--- config.mk ---
export PLATFORM = sky130hd
export DESIGN_NAME = motion_search_engine
export DESIGN_NICKNAME = d
export VERILOG_FILES = /design/src/rtl/me_pkg.sv /design/src/rtl/me_sad_tree.sv /design/src/rtl/motion_search_engine.sv
export SDC_FILE = /design/constraint.sdc
export NUM_CORES = 2
export LEC_CHECK = 0
export BUFFER_PORTS_ARGS = -buffer_cell sky130_fd_sc_hd__buf_2
export CORE_AREA = 2 2 396 790
export DETAILED_ROUTE_END_ITERATION = 10
export DIE_AREA = 0 0 398 792
export GPL_TIMING_DRIVEN = 0
export PLACE_DENSITY_LB_ADDON = 0.08
export SLEW_MARGIN = 10
export SYNTH_ARGS = -nofsm -noshare
export SYNTH_HDL_FRONTEND = slang
export SYNTH_SLANG_ARGS = --single-unit
--- constraint.sdc ---
create_clock -name clk -period 12.18 [get_ports clk]
set_input_delay 3.045 -clock clk [delete_from_list [all_inputs] [get_ports clk]]
set_output_delay 3.045 -clock clk [all_outputs]
set_load 0.01 [all_outputs]
--- src/rtl/me_pkg.sv ---
// me_pkg: shared state type and size helpers for the motion search engine
package me_pkg;
  typedef enum logic [1:0] {IDLE, LOAD, SEARCH, RESULT} state_t;
  function automatic int sad_w(input int pix_w, input int mb_w, input int mb_h);
    return pix_w + $clog2(mb_w * mb_h);
  endfunction
  function automatic int beats(input int mb_w, input int mb_h, input int lanes);
    return mb_w * mb_h / lanes;
  endfunction
  function automatic int ncand(input int sx, input int sy);
    return (2 * sx + 1) * (2 * sy + 1);
  endfunction
endpackage

--- src/rtl/me_sad_tree.sv ---
// me_sad_tree: LANES-wide absolute-difference sum of two pixel beats
module me_sad_tree #(
  parameter int PIX_W = 8,
  parameter int LANES = 4,
  parameter int SAD_W = 16
) (
  input  logic [LANES*PIX_W-1:0] a,
  input  logic [LANES*PIX_W-1:0] b,
  output logic [SAD_W-1:0]       sad
);
  always_comb begin
    sad = '0;
    for (int i = 0; i < LANES; i++)
      sad = sad + SAD_W'(a[i*PIX_W +: PIX_W] > b[i*PIX_W +: PIX_W] ?
                         a[i*PIX_W +: PIX_W] - b[i*PIX_W +: PIX_W] :
                         b[i*PIX_W +: PIX_W] - a[i*PIX_W +: PIX_W]);
  end
endmodule

--- src/rtl/motion_search_engine.sv ---
// motion_search_engine: full-search SAD block motion estimator with LANES-wide strided reference reads
module motion_search_engine
  import me_pkg::*;
#(
  parameter int MB_W   = 16,
  parameter int MB_H   = 16,
  parameter int PIX_W  = 8,
  parameter int LANES  = 4,
  parameter int SRCH_X = 8,
  parameter int SRCH_Y = 8,
  parameter int ADDR_W = 32,
  localparam int SAD_W = sad_w(PIX_W, MB_W, MB_H)
) (
  input  logic                    clk,
  input  logic                    rst,
  input  logic                    start_valid,
  output logic                    start_ready,
  input  logic [ADDR_W-1:0]       ref_base_addr,
  input  logic [ADDR_W-1:0]       frame_stride,
  input  logic [SAD_W-1:0]        early_thr,
  input  logic                    cur_valid,
  output logic                    cur_ready,
  input  logic [LANES*PIX_W-1:0]  cur_data,
  output logic [ADDR_W-1:0]       ref_addr,
  output logic                    ref_rd,
  input  logic [LANES*PIX_W-1:0]  ref_data,
  output logic                    res_valid,
  input  logic                    res_ready,
  output logic signed [15:0]      mv_x,
  output logic signed [15:0]      mv_y,
  output logic [SAD_W-1:0]        sad_min,
  output logic                    early_exit
);
  localparam int BEATS = beats(MB_W, MB_H, LANES);
  localparam int CG    = MB_W / LANES;
  localparam int BW    = BEATS > 1 ? $clog2(BEATS) : 1;
  state_t state_q, state_d;
  logic [LANES*PIX_W-1:0] cur_mem [BEATS];
  logic [BW-1:0] ld_cnt, iss_beat, beat_q;
  logic [15:0] iss_c, iss_r;
  logic signed [15:0] iss_dx, iss_dy, dx_q, dy_q;
  logic iss_done, rd_q;
  logic [ADDR_W-1:0] base_q, stride_q, addr_c;
  logic [SAD_W-1:0] thr_q, acc, beat_sad, cand_sad;
  logic accept, cur_fire, ld_last, issue, cmp, better, early, done;
  logic end_c, end_r, end_dx, end_dy;
  assign start_ready = state_q == IDLE;
  assign cur_ready   = state_q == LOAD;
  assign res_valid   = state_q == RESULT;
  assign accept      = start_valid && start_ready;
  assign cur_fire    = cur_valid && cur_ready;
  assign ld_last     = cur_fire && ld_cnt == BW'(BEATS - 1);
  assign issue       = state_q == SEARCH && !iss_done;
  assign end_c       = iss_c == 16'(CG - 1);
  assign end_r       = iss_r == 16'(MB_H - 1);
  assign end_dx      = iss_dx == 16'(SRCH_X);
  assign end_dy      = iss_dy == 16'(SRCH_Y);
  assign addr_c      = base_q + (ADDR_W'(iss_dy) + ADDR_W'(iss_r)) * stride_q
                     + ADDR_W'(iss_dx) + ADDR_W'(iss_c) * ADDR_W'(LANES);
  assign ref_rd      = issue;
  assign ref_addr    = issue ? addr_c : '0;
  me_sad_tree #(.PIX_W(PIX_W), .LANES(LANES), .SAD_W(SAD_W)) u_sad (
    .a(ref_data), .b(cur_mem[beat_q]), .sad(beat_sad)
  );
  // Data returns one cycle after issue, so the return side tracks delayed issue coordinates.
  assign cand_sad = (beat_q == '0 ? '0 : acc) + beat_sad;
  assign cmp      = state_q == SEARCH && rd_q && beat_q == BW'(BEATS - 1);
  assign better   = cmp && cand_sad < sad_min;
  assign early    = cmp && thr_q != '0 && cand_sad < thr_q;
  assign done     = cmp && (early || (dx_q == 16'(SRCH_X) && dy_q == 16'(SRCH_Y)));
  always_comb begin
    state_d = state_q;
    case (state_q)
      IDLE:    state_d = start_valid ? LOAD : IDLE;
      LOAD:    state_d = ld_last ? SEARCH : LOAD;
      SEARCH:  state_d = done ? RESULT : SEARCH;
      RESULT:  state_d = res_ready ? IDLE : RESULT;
      default: state_d = IDLE;
    endcase
  end
  always_ff @(posedge clk) begin
    if (rst) begin
      state_q    <= IDLE;
      rd_q       <= 1'b0;
      mv_x       <= '0;
      mv_y       <= '0;
      sad_min    <= '0;
      early_exit <= 1'b0;
    end else begin
      state_q <= state_d;
      rd_q    <= issue;
      if (accept) begin
        sad_min    <= '1;
        mv_x       <= '0;
        mv_y       <= '0;
        early_exit <= 1'b0;
      end
      if (better) begin
        sad_min <= cand_sad;
        mv_x    <= dx_q;
        mv_y    <= dy_q;
      end
      if (early) early_exit <= 1'b1;
    end
  end
  always_ff @(posedge clk) begin
    if (accept) begin
      base_q   <= ref_base_addr;
      stride_q <= frame_stride;
      thr_q    <= early_thr;
      ld_cnt   <= '0;
    end
    if (cur_fire) begin
      cur_mem[ld_cnt] <= cur_data;
      ld_cnt          <= ld_cnt + 1'b1;
    end
    if (ld_last) begin
      iss_c    <= '0;
      iss_r    <= '0;
      iss_beat <= '0;
      iss_dx   <= 16'(-SRCH_X);
      iss_dy   <= 16'(-SRCH_Y);
      iss_done <= 1'b0;
    end else if (issue) begin
      iss_c    <= end_c ? '0 : iss_c + 16'd1;
      iss_beat <= end_c && end_r ? '0 : iss_beat + 1'b1;
      if (end_c) iss_r <= end_r ? '0 : iss_r + 16'd1;
      if (end_c && end_r) iss_dx <= end_dx ? 16'(-SRCH_X) : iss_dx + 16'sd1;
      if (end_c && end_r && end_dx) iss_dy <= iss_dy + 16'sd1;
      if (end_c && end_r && end_dx) iss_done <= end_dy;
    end
    if (issue) begin
      beat_q <= iss_beat;
      dx_q   <= iss_dx;
      dy_q   <= iss_dy;
    end
    if (state_q == SEARCH && rd_q) acc <= cand_sad;
  end
endmodule

==> flow_summary.rst <==
.. list-table::
   :header-rows: 1

   * - Metric
     - Value
   * - Status
     - finished with violations
   * - Failing checks
     - negative setup slack
   * - VDD IR-drop max
     - 0.913 mV
   * - Final RePlAce weighted congestion
     - about 0.93
   * - P per Cell Area
     - around 280 nW/µm²
   * - Global-route wire length before repair
     - a little over 500000 µm
   * - Synth Register Bits
     - between 2k and 2.5k
   * - Placement Rows
     - 289
   * - Netlist area before placement
     - 108000 µm²
   * - Detailed Place HPWL
     - 283000 µm
   * - Mapped Avg Cell Area
     - about 18 µm²
   * - 1st-pass router iterations
     - 7
   * - Post-Synthesis Cells
     - slightly above 6k
   * - Net load switching power
     - about 14000 µW
   * - Worst skew pair latency
     - between 0.9 and 1 ns
   * - Sequential element share of the synthesized area
     - 63.3%
   * - Clock sink total
     - approximately 2.3k
   * - Hold Vio Cnt, Final
     - 0
   * - Predominant post-synthesis flop cell
     - sky130_fd_sc_hd__edfxtp_1
   * - Most numerous cell types in the synthesized netlist
     - 2188 x sky130_fd_sc_hd__edfxtp_1, 660 x sky130_fd_sc_hd__mux4_2, 568 x sky130_fd_sc_hd__inv_1, 479 x sky130_fd_sc_hd__nand2_1, 459 x sky130_fd_sc_hd__fa_1
   * - Via Count
     - about 58k
   * - CTS tree
     - done
   * - Number of nets in the synthesized netlist
     - approximately 7k
   * - Cell with the most instances on the worst path
     - sky130_fd_sc_hd__fa_2
   * - Slew Viols, Final
     - 0
   * - Combinational cell fraction of total power
     - 56.7%
   * - Via-per-instance ratio
     - 5.23
   * - EDFF count, synth
     - between 2k and 2.5k
   * - Initial antenna violation count
     - 27
   * - Slowest cell on the critical path
     - sky130_fd_sc_hd__fa_2
   * - Worst path max stage delay
     - around 0.58 ns
   * - Floorplan die width
     - 398 µm
   * - Critical path fanouts, max
     - 5
   * - Residual DRC count
     - 0
   * - Vias in the first global route
     - between 60k and 70k
   * - Starting utilization of the core area
     - between 30% and 40%
   * - Clk network pwr share
     - a little under a fifth
   * - Total of buffers placed on input and output ports
     - approximately 230
   * - Final setup skew
     - 0.0766 ns
   * - CP Capture Type
     - primary output
   * - Final setup TNS
     - -6.47 ns
   * - Max Clk Rate
     - approximately 75 MHz
   * - Placeable core area
     - a little over 300000 µm²
   * - Pin count of the biggest net entering global routing
     - 65
   * - Period Utilization, post-route
     - 109%
   * - Worst min-delay path category
     - reg2reg
   * - Count of final setup violators
     - 11
   * - Sequential group share of total power
     - approximately a quarter
   * - Req. time, crit path
     - about 9 ns
   * - Dpl cell area
     - 117000 µm²
   * - Fill cell total of the finished layout
     - 27.9k
   * - Die height
     - slightly below 800 µm
   * - Layout cells sized above 1
     - between 20% and 30%
   * - Leakage
     - between 0.04 and 0.05 µW
   * - Clock slew at the register clock pins of the worst setup and hold paths
     - about 0.07 ns
   * - Startpoint class of the critical path
     - flip-flop
   * - Detailed router's first-iteration violation count
     - approximately 4.4k
   * - Detailed Route WL
     - about 380000 µm
   * - Clock Root Buffer
     - sky130_fd_sc_hd__clkbuf_16
   * - Final net count
     - about 7.7k
   * - Wire length per cell after detailed routing
     - 34.1 µm
   * - Fraction of power spent switching nets
     - 40.1%
   * - Signal arrival time at the worst endpoint
     - a little over 10 ns
   * - Largest area contributor in the synthesized netlist
     - sky130_fd_sc_hd__edfxtp_1
   * - Total Routing Usage GR
     - 23.9%
   * - Most instantiated library cell after synthesis
     - sky130_fd_sc_hd__edfxtp_1
   * - YS warnings
     - 0
   * - Post-placement worst setup slack
     - -4.19 ns
   * - Hold Worst Slack
     - between 0.4 and 0.5 ns
   * - Total number of H-tree levels
     - 4
   * - Final ANT Viol Nets
     - 0
   * - Slew at the pin closest to its max-slew limit
     - roughly 1.5 ns
   * - Internal Dissipation
     - about 21000 µW
   * - Fraction of synthesis flops using an asynchronous set or reset pin
     - 0%
   * - Top post-synthesis cells by area
     - sky130_fd_sc_hd__edfxtp_1 61%, sky130_fd_sc_hd__mux4_2 14%, sky130_fd_sc_hd__fa_1 8.5%
   * - Area delta synth->final
     - 17.7%
   * - Setup repair after global routing missed its margin
     - yes
   * - Max-cap violations
     - 0
   * - Deepest clock path buffer count
     - 4
   * - I/O pins
     - between 200 and 250
   * - TritonCTS buffer count
     - roughly 220
   * - Setup slack of the critical path after layout
     - -1.07 ns
   * - Area of all placed cells without fillers
     - approximately 130000 µm²
   * - Distinct cell type count after synthesis
     - between 80 and 90
   * - Overflow after GRT
     - 0
   * - Die footprint
     - between 300000 and 400000 µm²
   * - Post-synth top area share
     - between 60% and 70%
   * - Fin crit period
     - 13.25 ns
   * - Worst slew slack as a fraction of its limit
     - 1.12%
   * - Crit Path Class
     - reg2out
-- power groups by stage --
stage	Combinational, µW	Clock [µW]	Sequential, µW
2_1_floorplan	9830	0	8980
3_3_place_gp	14700	0	9000
3_5_place_dp	15300	0	8990
4_1_cts	18600	6880	8820
5_1_grt	21500	7120	8820
6_report	20300	6710	8820
-- worst max-delay path: cells and delay by family, from the launching register on --
family / cells / cell delay [ns]
AND/OR/NAND/NOR: 3 / 0.20
XOR/XNOR: 2 / 0.38
AO/OA/AOI/OAI: 17 / 3.40
flip-flops: 1 / 0.39
buffers and inverters: 6 / 1.00
adder cells (fa/ha/maj): 9 / 3.89
-- cell usage in the layout (no fill, tap or decap), types with 55 or more instances in the layout --
cell                        count
sky130_fd_sc_hd__inv_1        560
sky130_fd_sc_hd__buf_4        109
sky130_fd_sc_hd__dfxtp_1      116
sky130_fd_sc_hd__clkbuf_16    224
sky130_fd_sc_hd__a21oi_1      106
sky130_fd_sc_hd__nor2_4        66
sky130_fd_sc_hd__mux4_2       660
sky130_fd_sc_hd__nand2_1      471
sky130_fd_sc_hd__nand3_1       72
sky130_fd_sc_hd__fa_1         447
sky130_fd_sc_hd__clkbuf_1     104
sky130_fd_sc_hd__nor2_1       126
sky130_fd_sc_hd__xor2_1        60
sky130_fd_sc_hd__clkbuf_2      55
sky130_fd_sc_hd__xnor2_1       81
sky130_fd_sc_hd__ha_1         232
sky130_fd_sc_hd__buf_12        78
sky130_fd_sc_hd__and2_1       109
sky130_fd_sc_hd__buf_2        219
sky130_fd_sc_hd__clkinv_1      58
sky130_fd_sc_hd__edfxtp_1    2188
-- metal layers --
metal	up-vias	global-route usage, %	share of wire, %	wire, µm
met5	-	0	0.0095	36
met4	6	14.4	7.5	28500
met1	31375	22.1	31	115000
met3	640	2.36	3.2	11900
met2	1432	48.9	59	222000
li1	24387	-	-	-
-- sequential cells by signal, summed over array words and instances, names as in the netlist, 2 cells and up, named ones only --
signal	count
acc	16
base_q	32
beat_q	6
cur_mem	2048
dx_q	16
dy_q	16
iss_beat	6
iss_c	16
iss_dx	16
iss_dy	16
iss_r	16
ld_cnt	6
mv_x	16
mv_y	16
sad_min	16
state_q	2
stride_q	32
thr_q	16
-- worst paths after layout --
| path | start | to | slack [ns] | cells past startpoint |
|---|---|---|---|---|
| max | iss_dy[0]$_SDFFE_PP0P_ | ref_addr[30] | -1.07 | 37 |
| min reg2reg | mv_y[14]$_SDFFE_PP0P_ | mv_y[14]$_SDFFE_PP0P_ | 0.47 | 2 |
| min | mv_y[14]$_SDFFE_PP0P_ | mv_y[14]$_SDFFE_PP0P_ | 0.47 | 2 |
| max reg2reg | flip-flop | sad_min[10]$_SDFFE_PP0P_ | 0.37 | 40 |
-- logic make-up after synthesis --
kind of cell	after synthesis	synth area share, %
mux	716	14.3
flops	2317	63.3
compound gates	327	1.98
xor+xnor	168	1.44
buf+inv	844	2.95
fa+ha+maj	715	11.5
simple gates	1053	4.48
-- metrics by stage --
step | utilization, % | total power, µW | std cells
2_1_floorplan | - | 18800 | 6140
3_5_place_dp | 38.0 | 24300 | 10575
4_1_cts | 40.8 | 34300 | 11020
5_1_grt | 41.1 | 37500 | 11051
6_report | 41.1 | 35800 | 11066
3_3_place_gp | 36.9 | 23700 | 10446
-- area by class of cell --
type,instances,area [µm²],area share [%]
repair buffers,447,4780,3.77
clock inverters,129,1050,0.828
flip-flops and latches,2317,68300,53.8
diodes,20,50.0,0.0394
clock buffers,260,5640,4.45
multi-input cells,2979,37900,29.8
plain buffers,272,2010,1.59
well taps,4074,5100,4.02
inverters,568,2140,1.68
-- what timing repair did --
item / CTS / global route
endpoints found under the setup margin: 78 / 62
hold buffers: 0 / 0
resized for setup: 538 / 200
buffers inserted: 60 / 28
gates cloned: 0 / 1
pin swaps: 82 / 51
Power figures use the tool's default switching activity.
